**src/rtl/viterbi_ctrl_seq.sv**
```systemverilog
// Stage-enable sequencer for the Viterbi datapath: programmable frame length,
// fixed traceback depth, start queuing, continuous mode, abort and overrun flag.
module viterbi_ctrl_seq #(
    parameter int FRAME_LEN = 12,
    parameter int TB_LEN    = 12,
    parameter int CNT_W     = 8
) (
    input  logic             clk,
    input  logic             rst,
    input  logic             en,
    input  logic             start,
    input  logic             abort,
    input  logic             cont_i,
    input  logic [CNT_W-1:0] frame_len_i,
    output logic             en_extract,
    output logic             en_branch,
    output logic             en_add,
    output logic             en_memory,
    output logic             en_traceback,
    output logic             busy,
    output logic             done,
    output logic             overrun,
    output logic [CNT_W-1:0] sym_cnt,
    output logic [CNT_W-1:0] frame_cnt
);

    typedef enum logic [2:0] {
        IDLE,
        PRIME1,
        PRIME2,
        RUN,
        TB,
        DONE
    } state_t;

    localparam logic [CNT_W-1:0] LEN_MAX = CNT_W'(FRAME_LEN);
    localparam logic [CNT_W-1:0] LEN_MIN = CNT_W'(3);
    localparam logic [CNT_W-1:0] TB_LAST = CNT_W'(TB_LEN - 1);
    localparam logic [CNT_W-1:0] ONE     = CNT_W'(1);

    state_t           state;
    state_t           state_nxt;
    logic [CNT_W-1:0] tb_cnt;
    logic [CNT_W-1:0] len_q;
    logic [CNT_W-1:0] len_clamped;
    logic             start_pend;
    logic             launch;

    // Enables listed as extract/branch/add/memory/traceback.
    function automatic logic [4:0] stage_en(input state_t s);
        case (s)
            PRIME1:  return 5'b10000;
            PRIME2:  return 5'b11100;
            RUN:     return 5'b11110;
            TB:      return 5'b00011;
            default: return 5'b00000;
        endcase
    endfunction

    // NOTE: every variable in a combinational block gets a default first so no latch is inferred.
    always_comb begin
        len_clamped = frame_len_i;
        if (frame_len_i < LEN_MIN)
            len_clamped = LEN_MIN;
        else if (frame_len_i > LEN_MAX)
            len_clamped = LEN_MAX;
    end

    assign launch = en && (start || start_pend) &&
                    (state == IDLE || (state == DONE && cont_i));

    always_comb begin
        state_nxt = state;
        if (abort) begin
            state_nxt = IDLE;
        end else if (en) begin
            case (state)
                IDLE:    if (launch) state_nxt = PRIME1;
                PRIME1:  state_nxt = PRIME2;
                PRIME2:  state_nxt = RUN;
                RUN:     if (sym_cnt == len_q - ONE) state_nxt = TB;
                TB:      if (tb_cnt == TB_LAST) state_nxt = DONE;
                DONE:    state_nxt = launch ? PRIME1 : IDLE;
                default: state_nxt = IDLE;
            endcase
        end
    end

    // NOTE: sequential state uses non-blocking assignments only; outputs are
    // registered from state_nxt so they line up cycle-for-cycle with state.
    always_ff @(posedge clk or negedge rst) begin
        if (!rst) begin
            state        <= IDLE;
            en_extract   <= 1'b0;
            en_branch    <= 1'b0;
            en_add       <= 1'b0;
            en_memory    <= 1'b0;
            en_traceback <= 1'b0;
            busy         <= 1'b0;
            done         <= 1'b0;
            overrun      <= 1'b0;
            sym_cnt      <= '0;
            tb_cnt       <= '0;
            frame_cnt    <= '0;
            start_pend   <= 1'b0;
            len_q        <= LEN_MAX;
        end else begin
            state <= state_nxt;
            {en_extract, en_branch, en_add, en_memory, en_traceback} <= stage_en(state_nxt);
            busy  <= !(state_nxt inside {IDLE, DONE});
            done  <= (state_nxt == DONE);

            if (abort) begin
                sym_cnt    <= '0;
                tb_cnt     <= '0;
                start_pend <= 1'b0;
                overrun    <= 1'b0;
            end else begin
                if (launch) begin
                    sym_cnt    <= '0;
                    start_pend <= 1'b0;
                    len_q      <= len_clamped;
                end else begin
                    // A start that cannot launch is queued; a second one is lost.
                    if (start) begin
                        if (start_pend)
                            overrun <= 1'b1;
                        start_pend <= 1'b1;
                    end
                    if (en) begin
                        case (state)
                            PRIME1, PRIME2, RUN: sym_cnt <= sym_cnt + ONE;
                            TB:                  tb_cnt  <= tb_cnt + ONE;
                            default:             ;
                        endcase
                    end
                end
                if (en && state == RUN && state_nxt == TB)
                    tb_cnt <= '0;
                if (en && state == DONE)
                    frame_cnt <= frame_cnt + ONE;
            end
        end
    end

endmodule
```
**config.mk**
```make
export PLATFORM = sky130hd
export DESIGN_NAME = viterbi_ctrl_seq
export DESIGN_NICKNAME = d
export VERILOG_FILES = /design/src/rtl/viterbi_ctrl_seq.sv
export SDC_FILE = /design/constraint.sdc
export NUM_CORES = 1
export LEC_CHECK = 0
export ABC_AREA = 1
export CAP_MARGIN = 20
export CELL_PAD_IN_SITES_DETAIL_PLACEMENT = 1
export CELL_PAD_IN_SITES_GLOBAL_PLACEMENT = 1
export CORE_MARGIN = 2
export CORE_UTILIZATION = 36
export DETAILED_ROUTE_END_ITERATION = 10
export PLACE_DENSITY_LB_ADDON = 0.3
export RECOVER_POWER = 100
export SYNTH_ARGS = -nofsm -noshare
export SYNTH_HDL_FRONTEND = slang
export SYNTH_SLANG_ARGS = --single-unit
```
**constraint.sdc**
```tcl
create_clock -name clk -period 2.1 [get_ports clk]
set_input_delay 0.42 -clock clk [delete_from_list [all_inputs] [get_ports clk]]
set_output_delay 0.42 -clock clk [all_outputs]
set_load 0.05 [all_outputs]
```
# After elaboration in Yosys (flattened, before gate mapping)
# Cells that the tools add are included.
# op_classes
addsub	4
order_cmp	2
eq_ne	14
mux	26
bitwise	1
reduce_logical	25
# op_table
cell	n
$mux W8	11
$add A8 B1 Y8 const B	3
$pmux W5 S4	1
$pmux W3 S6	1
$mux W3	5
$reduce_bool A3 Y1	5
$eq A3 B2 Y1 const B	4
$eq A3 B3 Y1 const B	4
$eq A8 B4 Y1 const B	1
$eq A8 B8 Y1	1
$gt A8 B4 Y1 const B	1
$lt A8 B2 Y1 const B	1
$mux W1	8
$sub A8 B1 Y8 const B	1
$eq A3 B1 Y1 const B	2
$logic_and A1 B1 Y1	6
$logic_not A3 Y1	2
$reduce_and A2 Y1	3
$reduce_and A3 Y1	2
$reduce_bool A2 Y1	3
$ne A3 B2 Y1 const B	1
$reduce_or A3 Y1	1
$logic_or A1 B1 Y1	2
$ne A2 B2 Y1 const B	1
other kinds (2)	2
# word_totals
ff_bits	44
input_bits	14
out_inout_bits	24
word_cells	86

# Longest topological paths before layout
# depth
word_depth	12
mapped_depth	18
depth_no_buf	18

# Worst setup path before layout
# No wires, ideal clock.
# synth_path
path_type	flip-flop to flip-flop
from	register sym_cnt[2]
to	register tb_cnt[3]
setup_ps	120
arrival_time_ps	1944
required_ps	1980
slack_ps	36
path_stages_with_launch	16
n_path_buf	0
period_less_slack_ps	2064
path_cell_list	dfrtp_1 > inv_1 > nand3_1 > nand2_1 > nor2_1 > nand3_1 > nor2_2 > nand3_1 > nand2_1 > nand2_2 > nor2_4 > nand3_4 > nand3_4 > nand2_4 > nand2_1 > nand2_1
# synth_between
elab_chain_len	9
elab_cells_between_ends	13
classes_between	eq/ne (3); mux (6); reduce/logical (4)
# synth_lines
element	line_no	text
start, declared	23	output logic [CNT_W-1:0] sym_cnt,
start signal, assigned	132	PRIME1, PRIME2, RUN: sym_cnt <= sym_cnt + ONE;
$eq A8 B8 Y1 (*)	81	RUN: if (sym_cnt == len_q - ONE) state_nxt = TB;
$mux W3 (*)	81	
$pmux W3 S6 (*)	77	case (state)
$mux W3 (*)	76	end else if (en) begin
$mux W3 (*)	74	if (abort) begin
$eq A3 B3 Y1 (*)	138	if (en && state == RUN && state_nxt == TB)
$logic_and A1 B1 Y1 (*)	138	
$ne A3 B2 Y1 (no source line) (tied with other cells)	-	
$reduce_and A3 Y1 (no source line) or $mux W8 (tied branches)	-	
end signal, assigned	133	TB: tb_cnt <= tb_cnt + ONE;
end, declared	43	logic [CNT_W-1:0] tb_cnt;
# Every way passes the cells marked *; elsewhere a longest branch is shown, timed or not.
# A chain may end at the register's enable or synchronous reset.

# Final worst setup path
# layout_path
from	register len_q[1]
to	register tb_cnt[6]
# layout_between
elab_chain_len	10
elab_cells_between_ends	14
classes_between	add/sub (1); eq/ne (3); mux (6); reduce/logical (4)
# layout_lines
element	line_no	text
start, declared	44	logic [CNT_W-1:0] len_q;
start signal, assigned	122	len_q <= len_clamped;
$sub A8 B1 Y8 (*)	81	
$eq A8 B8 Y1 (*)	81	
$mux W3 (*)	81	
$pmux W3 S6 (*)	77	
$mux W3 (*)	76	
$mux W3 (*)	74	
$eq A3 B3 Y1 (*)	138	
$logic_and A1 B1 Y1 (*)	138	
$ne A3 B2 Y1 (no source line) (tied with other cells)	-	
$reduce_and A3 Y1 (no source line) or $mux W8 (tied branches)	-	
# Marked as above.

==> summary.txt <==
Status
  – Status: finished with violations
  – Failing checks: design-rule violations, negative setup slack

Yosys
  – Seq cells post-synth: 43
  – Mapped Cells: 304
  – Top cell type's share of synthesized area: 0.426
  – Top-count cell post-synth: nand2_1
  – Post-synth top cells: nand2_1, dfrtp_1, inv_1
  – YS warnings: 0
  – Syn Area/Cell: 7.92 um2
  – Top cells by area in the synthesized netlist: dfrtp_1, nand2_1, inv_1
  – Area leader, netlist: dfrtp_1
  – Netlist cell types: 33
  – Sequential area share after synthesis: 0.448
  – Share of flip-flops with an asynchronous set or reset: 1.00
  – Mapped Area: 2410 um2
  – Post-synth net total: 322
  – Post-synth EDFFs: 0
  – Dominant synthesized flop cell: dfrtp_1

Drt
  – DR iter-0 viols: 89
  – DRT Pass-1 Iters: 9
  – Routed vias/inst: 4.85
  – Residual DRC: 2
  – Total wire length: 6.26 mm
  – DR vias: 2228
  – Routed wire length per instance: 13.6 um
  – Antenna Violating Nets Remaining: 0

Critical path
  – Worst Path Buf+Inv: 2
  – Critical path type: flop to flop
  – Startpoint Class: flop
  – Worst Path Max Fanout: 8
  – Critical Path RT: 2280 ps
  – Delay-heaviest family, CP: simple AND/OR/NAND/NOR gates
  – Crit path top cell by count: nand2_1
  – Critical path's slowest cell: dfrtp_1
  – Crit path largest cell delay: 410 ps
  – Critical-path cell list: inv_2 -> ha_4 -> nand2_2 -> inv_2 -> nor2_1 -> nand2_1 -> nor2_1 -> nand3_1 -> nor2_2 -> nand3_1 -> nand2_1 -> nand2_2 -> nor2_4 -> nand3_4 -> nand3_4 -> nand2_4 -> nand2_1 -> nand2_1
  – Reg2reg setup slack: -90 ps
  – CP arrival: 2370 ps
  – Crit end category: flop

Job
  – Max_cap viols: 0

Clocking
  – Root Driver: clkbuf_8
  – TritonCTS clock tree: done
  – Sink Count: 43
  – Clock Latency Late Sink: 290 ps
  – CTS max path bufs: 2
  – CTS clk-pin slew, worst paths: 90 ps
  – Total CTS buffers: 5
  – H-Tree Depth: 2
  – Hold_buf cts: 0

Global routing
  – First-pass GRT wire length: 10.9 mm
  – Gr usage total: 0.182
  – Vias in the first global route: 2411
  – Largest net degree at the start of global routing: 22
  – Total congestion overflow: 0
  – Antenna violations before repair: 0

Place
  – Pre-CTS WS: -215 ps
  – Routability cong.: 0.795
  – Placed cell count: 447
  – Detail Placement HPWL: 4.84 mm
  – # port buffers: 37

STA
  – RSZ-0062 raised after global routing: yes
  – Post-route setup TNS: -630 ps
  – Worst slew margin: 0.218
  – F_max: 456 MHz
  – Final count of hold timing violations: 0
  – Final worst-path setup slack: -92.9 ps
  – Hold Slack: 335 ps
  – Layout Skew: 5.51 ps
  – Pins Over Slew Limit: 0
  – Worst-margin pin slew: 1170 ps
  – Tcrit/Tclk final: 1.04
  – # setup viols final: 9
  – Minimum clock period: 2190 ps

Floorplanning
  – Die area: 7360 um2
  – Core Rows: 29
  – # IOs: 38
  – Die H: 85.8 um
  – Die X: 85.8 um
  – Starting Density: 0.375
  – Core area: 6420 um2

Cells and area
  – Final std cells w/o fill: 459
  – NumNets Final: 399
  – Fillers: 813
  – Ant. Diodes: 0
  – Syn-to-layout area delta: 34.0%
  – Layout cell share with drive strength beyond 1: 0.191
  – Final Util: 0.502

Power and ir drop
  – VDD IR max: 237 uV
  – Static Leakage: 1.60 nW
  – Cell area power density: 606 nW/um2

Hold path
  – Hold/Removal Path Class: primary input to async pin
kinds of logic (layout without fill, tap and decap cells):
group / count (synthesis) / after routing / synth area share
and+or+nand+nor: 166 / 167 / 0.326
buffers and inverters: 45 / 122 / 0.0722
DFF: 43 / 43 / 0.448
AOI/OAI and AO/OA: 26 / 26 / 0.0597
xor gates and xnor gates: 19 / 19 / 0.0691
adders and majority gates: 4 / 4 / 0.0208
muxes: 1 / 1 / 0.00467
worst reg2reg max path, stage by stage, from the launching register on:
cell,delay (ps)
dfrtp_1,410
inv_2,80
ha_4,200
nand2_2,60
inv_2,30
nor2_1,70
nand2_1,50
nor2_1,100
nand3_1,80
nor2_2,140
nand3_1,80
nand2_1,80
nand2_2,70
nor2_4,140
nand3_4,130
nand3_4,130
nand2_4,100
nand2_1,70
nand2_1,60
what timing repair did:
| action | CTS | global route |
|---|---|---|
| endpoints found under the setup margin | 10 | 14 |
| cloned | 1 | 0 |
| setup buffers | 1 | 3 |
| gates resized for setup | 4 | 12 |
| pin swaps | 2 | 2 |
path summary, 6_finish.rpt:
check | start | endpoint | cells past startpoint
min in group clk | frame_cnt[7]$_DFFE_PN0P_ | frame_cnt[7]$_DFFE_PN0P_ | 1
worst max register to register | len_q[1]$_DFFE_PN0P_ | tb_cnt[6]$_DFFE_PN0P_ | 18
worst min-delay path | rst | frame_cnt[6]$_DFFE_PN0P_ | 1
worst min register to register | frame_cnt[7]$_DFFE_PN0P_ | frame_cnt[7]$_DFFE_PN0P_ | 1
max in group asynchronous | rst | tb_cnt[6]$_DFFE_PN0P_ | 2
worst max-delay path | len_q[1]$_DFFE_PN0P_ | tb_cnt[6]$_DFFE_PN0P_ | 18
power breakdown:
part	internal, mW	switching [mW]	leakage (nW)	total (mW)
combinational	0.194	0.304	0.991	0.498
clock	0.233	0.289	0.0412	0.522
sequential	0.879	0.0569	0.571	0.936
state kept, by name (all words and copies together) (netlist names):
register	cells
state	3
en_traceback	1
overrun	1
done	1
en_add	1
len_q	8
en_extract	1
frame_cnt	8
en_memory	1
busy	1
tb_cnt	8
start_pend	1
sym_cnt	8
cell usage in the layout, fill, tap and decap left out, types with 2 or more instances in the layout:
cell type        instances
dfrtp_1                 40
nor2_1                  33
a21oi_1                  8
xor2_1                  12
nand3b_1                 2
clkbuf_8                 5
nor2_2                   6
nor3_1                   5
nand2_2                  6
buf_4                   27
dfstp_2                  2
nand2_1                 71
nand2_4                  2
inv_2                    5
dlygate4sd3_1            6
clkbuf_4                 2
clkbuf_1                 6
nand4_1                  4
nor2_4                   2
nand3_1                 27
nand3_4                  2
ha_1                     3
nand3_2                  4
clkdlybuf4s50_1         30
xnor2_1                  7
o21ai_0                 12
inv_1                   36
metal layers:
layer	part of all wire	global-route usage	vias up
met5	0	0	-
met4	0.012	0.0548	0
met2	0.49	0.311	23
met3	0.018	0.0250	6
li1	-	-	1120
met1	0.48	0.241	1079
per-stage QoR:
| stage | power, mW | area [um2] |
|---|---|---|
| 2_1_floorplan | 1.24 | 2410 |
| 4_1_cts | 1.98 | 3210 |
| 5_1_grt | 2.08 | 3230 |
| 6_report | 1.96 | 3230 |
| 3_5_place_dp | 1.44 | 3090 |
| 3_3_place_gp | 1.43 | 3090 |
cell type report:
class | count | area [um2] | area share
tap | 77 | 96.3 | 0.0299
clock inverter | 2 | 12.5 | 0.00388
inverter | 44 | 169 | 0.0523
multi-input combinational | 217 | 1200 | 0.372
clock buffer | 6 | 72.6 | 0.0225
timing repair buffer | 70 | 597 | 0.185
sequential | 43 | 1080 | 0.335
Note: power is estimated with default switching activity, not from simulation.
